## config.mk

```make
export PLATFORM = sky130hd
export DESIGN_NAME = uart_cmd_ctrl
export DESIGN_NICKNAME = d
export VERILOG_FILES = /design/src/rtl/uart_cmd_ctrl.sv
export SDC_FILE = /design/constraint.sdc
export NUM_CORES = 1
export LEC_CHECK = 0
export ABC_AREA = 1
export CORE_MARGIN = 2
export CORE_UTILIZATION = 59
export CTS_BUF_LIST = sky130_fd_sc_hd__clkbuf_4 sky130_fd_sc_hd__clkbuf_8
export DETAILED_ROUTE_END_ITERATION = 12
export PLACE_DENSITY = 0.85
export SLEW_MARGIN = 20
export SYNTH_ARGS = -nofsm -noshare
export SYNTH_HDL_FRONTEND = slang
export SYNTH_SLANG_ARGS = --single-unit
```

## constraint.sdc

```tcl
create_clock -name clk -period 4.4 [get_ports clk]
set_input_delay 0.88 -clock clk [delete_from_list [all_inputs] [get_ports clk]]
set_output_delay 0.88 -clock clk [all_outputs]
set_load 0.05 [all_outputs]
```

## src/rtl/uart_cmd_ctrl.sv

```systemverilog
// uart_cmd_ctrl: parses 0xA5-framed read/write commands from a UART RX byte
// stream, issues one 32-bit bus request per frame, and streams an ACK (0x5A,
// plus read data LSB first) or NAK (0xEE) back toward a UART TX.
module uart_cmd_ctrl #(
  parameter int CLK_FREQ      = 50_000_000,
  parameter int UART_BPS      = 9600,
  parameter int TIMEOUT_BYTES = 4
) (
  input  logic        clk,
  input  logic        rst_n,
  input  logic        rx_done,
  input  logic [7:0]  rx_data,
  output logic        bus_req_valid,
  input  logic        bus_req_ready,
  output logic        bus_req_write,
  output logic [31:0] bus_req_addr,
  output logic [31:0] bus_req_wdata,
  input  logic        bus_rsp_valid,
  input  logic [31:0] bus_rsp_rdata,
  output logic        tx_valid,
  input  logic        tx_ready,
  output logic [7:0]  tx_data,
  output logic        busy,
  output logic [7:0]  err_cnt
);

  // Inter-byte gap limit: TIMEOUT_BYTES byte times of 10 bits each.
  localparam logic [31:0] LIMIT = 32'(TIMEOUT_BYTES * 10 * (CLK_FREQ / UART_BPS));

  typedef enum logic [3:0] {
    S_IDLE, S_CMD, S_ADDR, S_DATA, S_CSUM, S_ISSUE, S_WAIT_RSP, S_SEND, S_NAK
  } state_e;

  state_e      state_q, state_d;
  logic        rx_prev_q;
  logic [1:0]  idx_q, idx_d;
  logic        wr_q, wr_d;
  logic [31:0] addr_q, addr_d;
  logic [31:0] wdata_q, wdata_d;
  logic [31:0] rdata_q, rdata_d;
  logic [7:0]  csum_q, csum_d;
  logic [31:0] gap_q, gap_d;
  logic [7:0]  err_q, err_d;
  logic [2:0]  snd_q, snd_d;
  logic        err_inc;
  logic        strobe;

  // A held-high rx_done counts once: only the 0->1 transition is a byte.
  assign strobe = rx_done & ~rx_prev_q;

  // State and datapath registers; reset drops any in-flight frame or response.
  always_ff @(posedge clk or negedge rst_n) begin
    if (!rst_n) begin
      state_q   <= S_IDLE;
      rx_prev_q <= 1'b0;
      idx_q     <= '0;
      wr_q      <= 1'b0;
      addr_q    <= '0;
      wdata_q   <= '0;
      rdata_q   <= '0;
      csum_q    <= '0;
      gap_q     <= '0;
      err_q     <= '0;
      snd_q     <= '0;
    end else begin
      state_q   <= state_d;
      rx_prev_q <= rx_done;
      idx_q     <= idx_d;
      wr_q      <= wr_d;
      addr_q    <= addr_d;
      wdata_q   <= wdata_d;
      rdata_q   <= rdata_d;
      csum_q    <= csum_d;
      gap_q     <= gap_d;
      err_q     <= err_d;
      snd_q     <= snd_d;
    end
  end

  // Frame parser, bus/tx sequencing, gap timeout and error counting.
  always_comb begin
    state_d = state_q;
    idx_d   = idx_q;
    wr_d    = wr_q;
    addr_d  = addr_q;
    wdata_d = wdata_q;
    rdata_d = rdata_q;
    csum_d  = csum_q;
    gap_d   = gap_q;
    snd_d   = snd_q;
    err_inc = 1'b0;

    case (state_q)
      S_IDLE: begin
        gap_d = '0;
        if (strobe && rx_data == 8'hA5) begin
          state_d = S_CMD;
          csum_d  = '0;
          idx_d   = '0;
        end
      end
      S_CMD, S_ADDR, S_DATA, S_CSUM: begin
        // A strobe in the same cycle as the limit wins over the timeout.
        if (strobe) begin
          gap_d = '0;
          case (state_q)
            S_CMD: begin
              if (rx_data == 8'h01 || rx_data == 8'h02) begin
                wr_d    = (rx_data == 8'h01);
                csum_d  = csum_q ^ rx_data;
                idx_d   = '0;
                state_d = S_ADDR;
              end else begin
                state_d = S_NAK;
                err_inc = 1'b1;
              end
            end
            S_ADDR: begin
              // Bytes arrive LSB first, so shift in from the top.
              addr_d = {rx_data, addr_q[31:8]};
              csum_d = csum_q ^ rx_data;
              idx_d  = idx_q + 2'd1;
              if (idx_q == 2'd3) state_d = wr_q ? S_DATA : S_CSUM;
            end
            S_DATA: begin
              wdata_d = {rx_data, wdata_q[31:8]};
              csum_d  = csum_q ^ rx_data;
              idx_d   = idx_q + 2'd1;
              if (idx_q == 2'd3) state_d = S_CSUM;
            end
            default: begin
              if (rx_data == csum_q) begin
                state_d = S_ISSUE;
              end else begin
                state_d = S_NAK;
                err_inc = 1'b1;
              end
            end
          endcase
        end else begin
          gap_d = gap_q + 32'd1;
          if (gap_d >= LIMIT) begin
            state_d = S_IDLE;
            gap_d   = '0;
            err_inc = 1'b1;
          end
        end
      end
      S_ISSUE: begin
        if (bus_req_ready) begin
          state_d = wr_q ? S_SEND : S_WAIT_RSP;
          snd_d   = '0;
        end
      end
      S_WAIT_RSP: begin
        if (bus_rsp_valid) begin
          rdata_d = bus_rsp_rdata;
          snd_d   = '0;
          state_d = S_SEND;
        end
      end
      S_SEND: begin
        if (tx_ready) begin
          if (wr_q || snd_q == 3'd4) state_d = S_IDLE;
          else                       snd_d   = snd_q + 3'd1;
        end
      end
      S_NAK: begin
        if (tx_ready) state_d = S_IDLE;
      end
      default: state_d = S_IDLE;
    endcase

    err_d = err_q;
    if (err_inc && err_q != 8'hFF) err_d = err_q + 8'd1;
  end

  // Response byte select; register-driven so it holds while tx_ready is low.
  always_comb begin
    tx_data = 8'h00;
    if (state_q == S_NAK) begin
      tx_data = 8'hEE;
    end else if (state_q == S_SEND) begin
      case (snd_q)
        3'd1:    tx_data = rdata_q[7:0];
        3'd2:    tx_data = rdata_q[15:8];
        3'd3:    tx_data = rdata_q[23:16];
        3'd4:    tx_data = rdata_q[31:24];
        default: tx_data = 8'h5A;
      endcase
    end
  end

  assign tx_valid      = (state_q == S_SEND) || (state_q == S_NAK);
  assign bus_req_valid = (state_q == S_ISSUE);
  assign bus_req_write = wr_q;
  assign bus_req_addr  = addr_q;
  assign bus_req_wdata = wdata_q;
  assign busy          = (state_q != S_IDLE);
  assign err_cnt       = err_q;

endmodule

```

==> flow_summary.ini <==
[outcome]
status = finished, final reports clean

[setup_path]
cp_cell_sequence = inv_1 > ha_1 > nand2_1 > clkinv_1 > nor4_1 > nor2_1 > inv_1 > nor2_1 > nor2_1 > clkdlybuf4s50_1
startpoint = snd_q[0]
path_common_cell = nor2_1
cp-start-kind = flip-flop
crit_buf_inv = 4
path_max_fanout = 9
arrival_ps = 3070
path_class = flip-flop to output pin
crit_path_end_kind = output pin
max_stage_delay_ps = 850
worstReg2RegStart = gap_q[0]
crit_slowest_cell = clkdlybuf4s50_1
critPathRequiredTime_ps = 3520
critPathTopFamily = buffers and inverters

[clocking]
cts_resized = 0
cts_setup_buffers = 0
htree_levels = 4
cts_tree = done
cts_buffers = 17
cts_max_path_buffers = 2
cts-root-buf = clkbuf_8
cts_hold_buf = 0
clkSinkCount = 155
clk_latency_ps = 450
clk_pin_slew_worst_paths_ps = 80

[layout]
utilization_pct = 75.32
nFillCells = 908
layout_commonest_cell = nand2_1
fin_nets = 1061
most-common-layout-cells = 207 x nand2_1, 155 x dfrtp_1, 128 x clkdlybuf4s50_1
syn2layout_area_growth_pct = 24.75
antenna-diode-count = 0
drive_gt1_share_pct = 11.29

[synth]
seq_area_frac_synth_pct = 51.11
ys.flop_type = dfrtp_1
synth_seq_cells = 155
synth-edff-count = 0
async_flop_share_pct = 100.0
synthesis.area_sq_um = 7589
syn_inst = 876
syn_avg_cell_area_sq_um = 8.663
yosys_warnings = 0
syn-num-nets = 930
ys_types = 36

[placed_design]
port_buffers = 129
gp_congestion = 0.9206
dp_hpwl_um = 12420

[drt]
wl_um = 17420
vias = 6248
dr.pass1.iters = 5
route.detailed.drc = 0
routedWlPerCell_um = 14.63
ant_nets = 0
drt_iter0_drc = 464
vias_per_cell = 5.246

[timing]
finClkSkew_ps = 10.42
slew-limit-headroom_pct = 32.07
worstMarginPinSlew_ps = 1018
fmax_ghz = 0.2533
rsz0062_at_grt = false
drv_slew = 0
period_minus_slack_ps = 3947
hold_violations = 0
whs_ps = 481.5
fin_tns_setup_ps = 0
finalSetupViolCount = 0
period_share_pct = 89.71

[worst_hold_path]
hold_path.class = input port to async pin

[floorplan]
num_io_pins = 130
dieArea_sq_um = 13790
row_count = 41
dieHeight_um = 117.4
coreArea_sq_um = 12570
initial_utilization_pct = 60.38
die_w_um = 117.4

[power]
p_per_area_nw_per_um2 = 512.0
clkPwrFrac_pct = 22.6
vdd_drop_max_mv = 0.4262
p_seq_share_pct = 38.1
p_comb_share_pct = 39.2
switching_share_pct = 41.71
fin_total_pwr_mw = 4.847
switching_power_mw = 2.022
power_leakage_nw = 4.475
p_int_mw = 2.825

[global_routing]
grt_pass1_wl_um = 29440
grt_start_max_net_pins = 104
grt_pass1_vias = 6108
antenna_found_initial = 0
grtUsageTotal_pct = 26.48
grt-ovfl-total = 0

[flow_run]
cap_viol_max_count = 0
-- worst reg2reg max path: stages (launching register included) --
cell and delay (ps):
dfrtp_1 440, ha_1 230, inv_1 110, nor2_4 190, nand2_2 100, nor2_4 200, nand2_1 90, xor2_1 140
nor2_1 90, nand3_1 120, nor2_2 200, nand3_2 370, inv_1 230, nand3_1 100, o21ai_0 110
-- layout make-up --
class                      count  area [sq um]  area share, %
clock buffer                  26         320.3          3.384
clock inverter                 5         85.08         0.8988
inverter                      89         334.1          3.529
multi-input combinational    610          3291          34.76
sequential                   155          3879          40.97
tap                          172         215.2          2.273
timing repair buffer         134          1343          14.18
-- cells in the mapped netlist (3+ instances only) --
cell type,instances,area [sq um]
a21oi_1,23,115.1
a221oi_1,5,43.79
a22o_1,5,43.79
clkbuf_1,19,71.32
clkinv_1,3,11.26
dfrtp_1,155,3879
ha_1,8,100.1
inv_1,86,322.8
mux2_2,47,529.3
nand2_1,207,777.0
nand2_2,5,31.28
nand3_1,48,240.2
nand3_2,3,30.03
nand4_1,7,43.79
nor2_1,117,439.2
nor2_2,5,31.28
nor2_4,4,45.04
nor3_1,6,30.03
nor4_1,4,25.02
o21ai_0,64,320.3
o21ai_2,5,43.79
o22ai_2,3,37.54
or2_2,3,18.77
xnor2_1,6,52.55
xor2_1,22,192.7
-- cell families (layout without fill, tap and decap cells) --
kind of cell,Yosys count,count (layout),synth area share (%)
AOI/OAI and AO/OA,112,112,8.574
xor gates and xnor gates,28,28,3.232
adders and majority gates,8,8,1.319
buffers and inverters,111,254,5.589
DFF,155,155,51.11
muxes,47,47,6.974
and+or+nand+nor,415,415,23.20
-- metrics by stage --
stage | instance area, sq um | instances | worst slack (ps)
2_1_floorplan | 7589 | 876 | 1351
3_3_place_gp | 9061 | 1160 | 1094
3_5_place_dp | 9061 | 1160 | 939.4
4_1_cts | 9467 | 1191 | 424.0
5_1_grt | 9467 | 1191 | 238.5
6_report | 9467 | 1191 | 452.7
-- flip-flops by register name, summed over array words and instances, names as in the netlist --
register	count
idx_q	2
bus_req_wdata	32
err_cnt	8
bus_req_write	1
snd_q	3
gap_q	32
bus_req_addr	32
rdata_q	32
state_q	4
rx_prev_q	1
csum_q	8
-- power groups by stage --
stage / combinational (mW) / sequential [mW] / clock [mW]
floorplan: 0.784 / 2.33 / 0
global placement: 1.86 / 1.86 / 0
detailed placement: 1.90 / 1.87 / 0
CTS: 1.91 / 1.85 / 1.11
global route: 2.04 / 1.88 / 1.18
finish: 1.90 / 1.85 / 1.10
-- metal layers --
layer  global-route usage, %  share of wire, %  routed length (um)
met1                   35.29                45                7800
met2                   42.58                48                8344
met3                   6.274               5.2                 904
met4                   9.789               2.1                 370
met5                       0                 0                   0
-- path summary, 6_finish.rpt --
check | end | slack, ps | cells past startpoint
worst max register to register | gap_q[0] | 1600 | 14
worst min-delay path | gap_q[23] | 480 | 1
worst max-delay path | tx_data[3] | 450 | 10
min in group clk | state_q[2] | 510 | 2
worst min register to register | state_q[2] | 510 | 2
max in group asynchronous | err_cnt[4] | 3130 | 2
No activity file was read; power rests on OpenSTA's default activity.
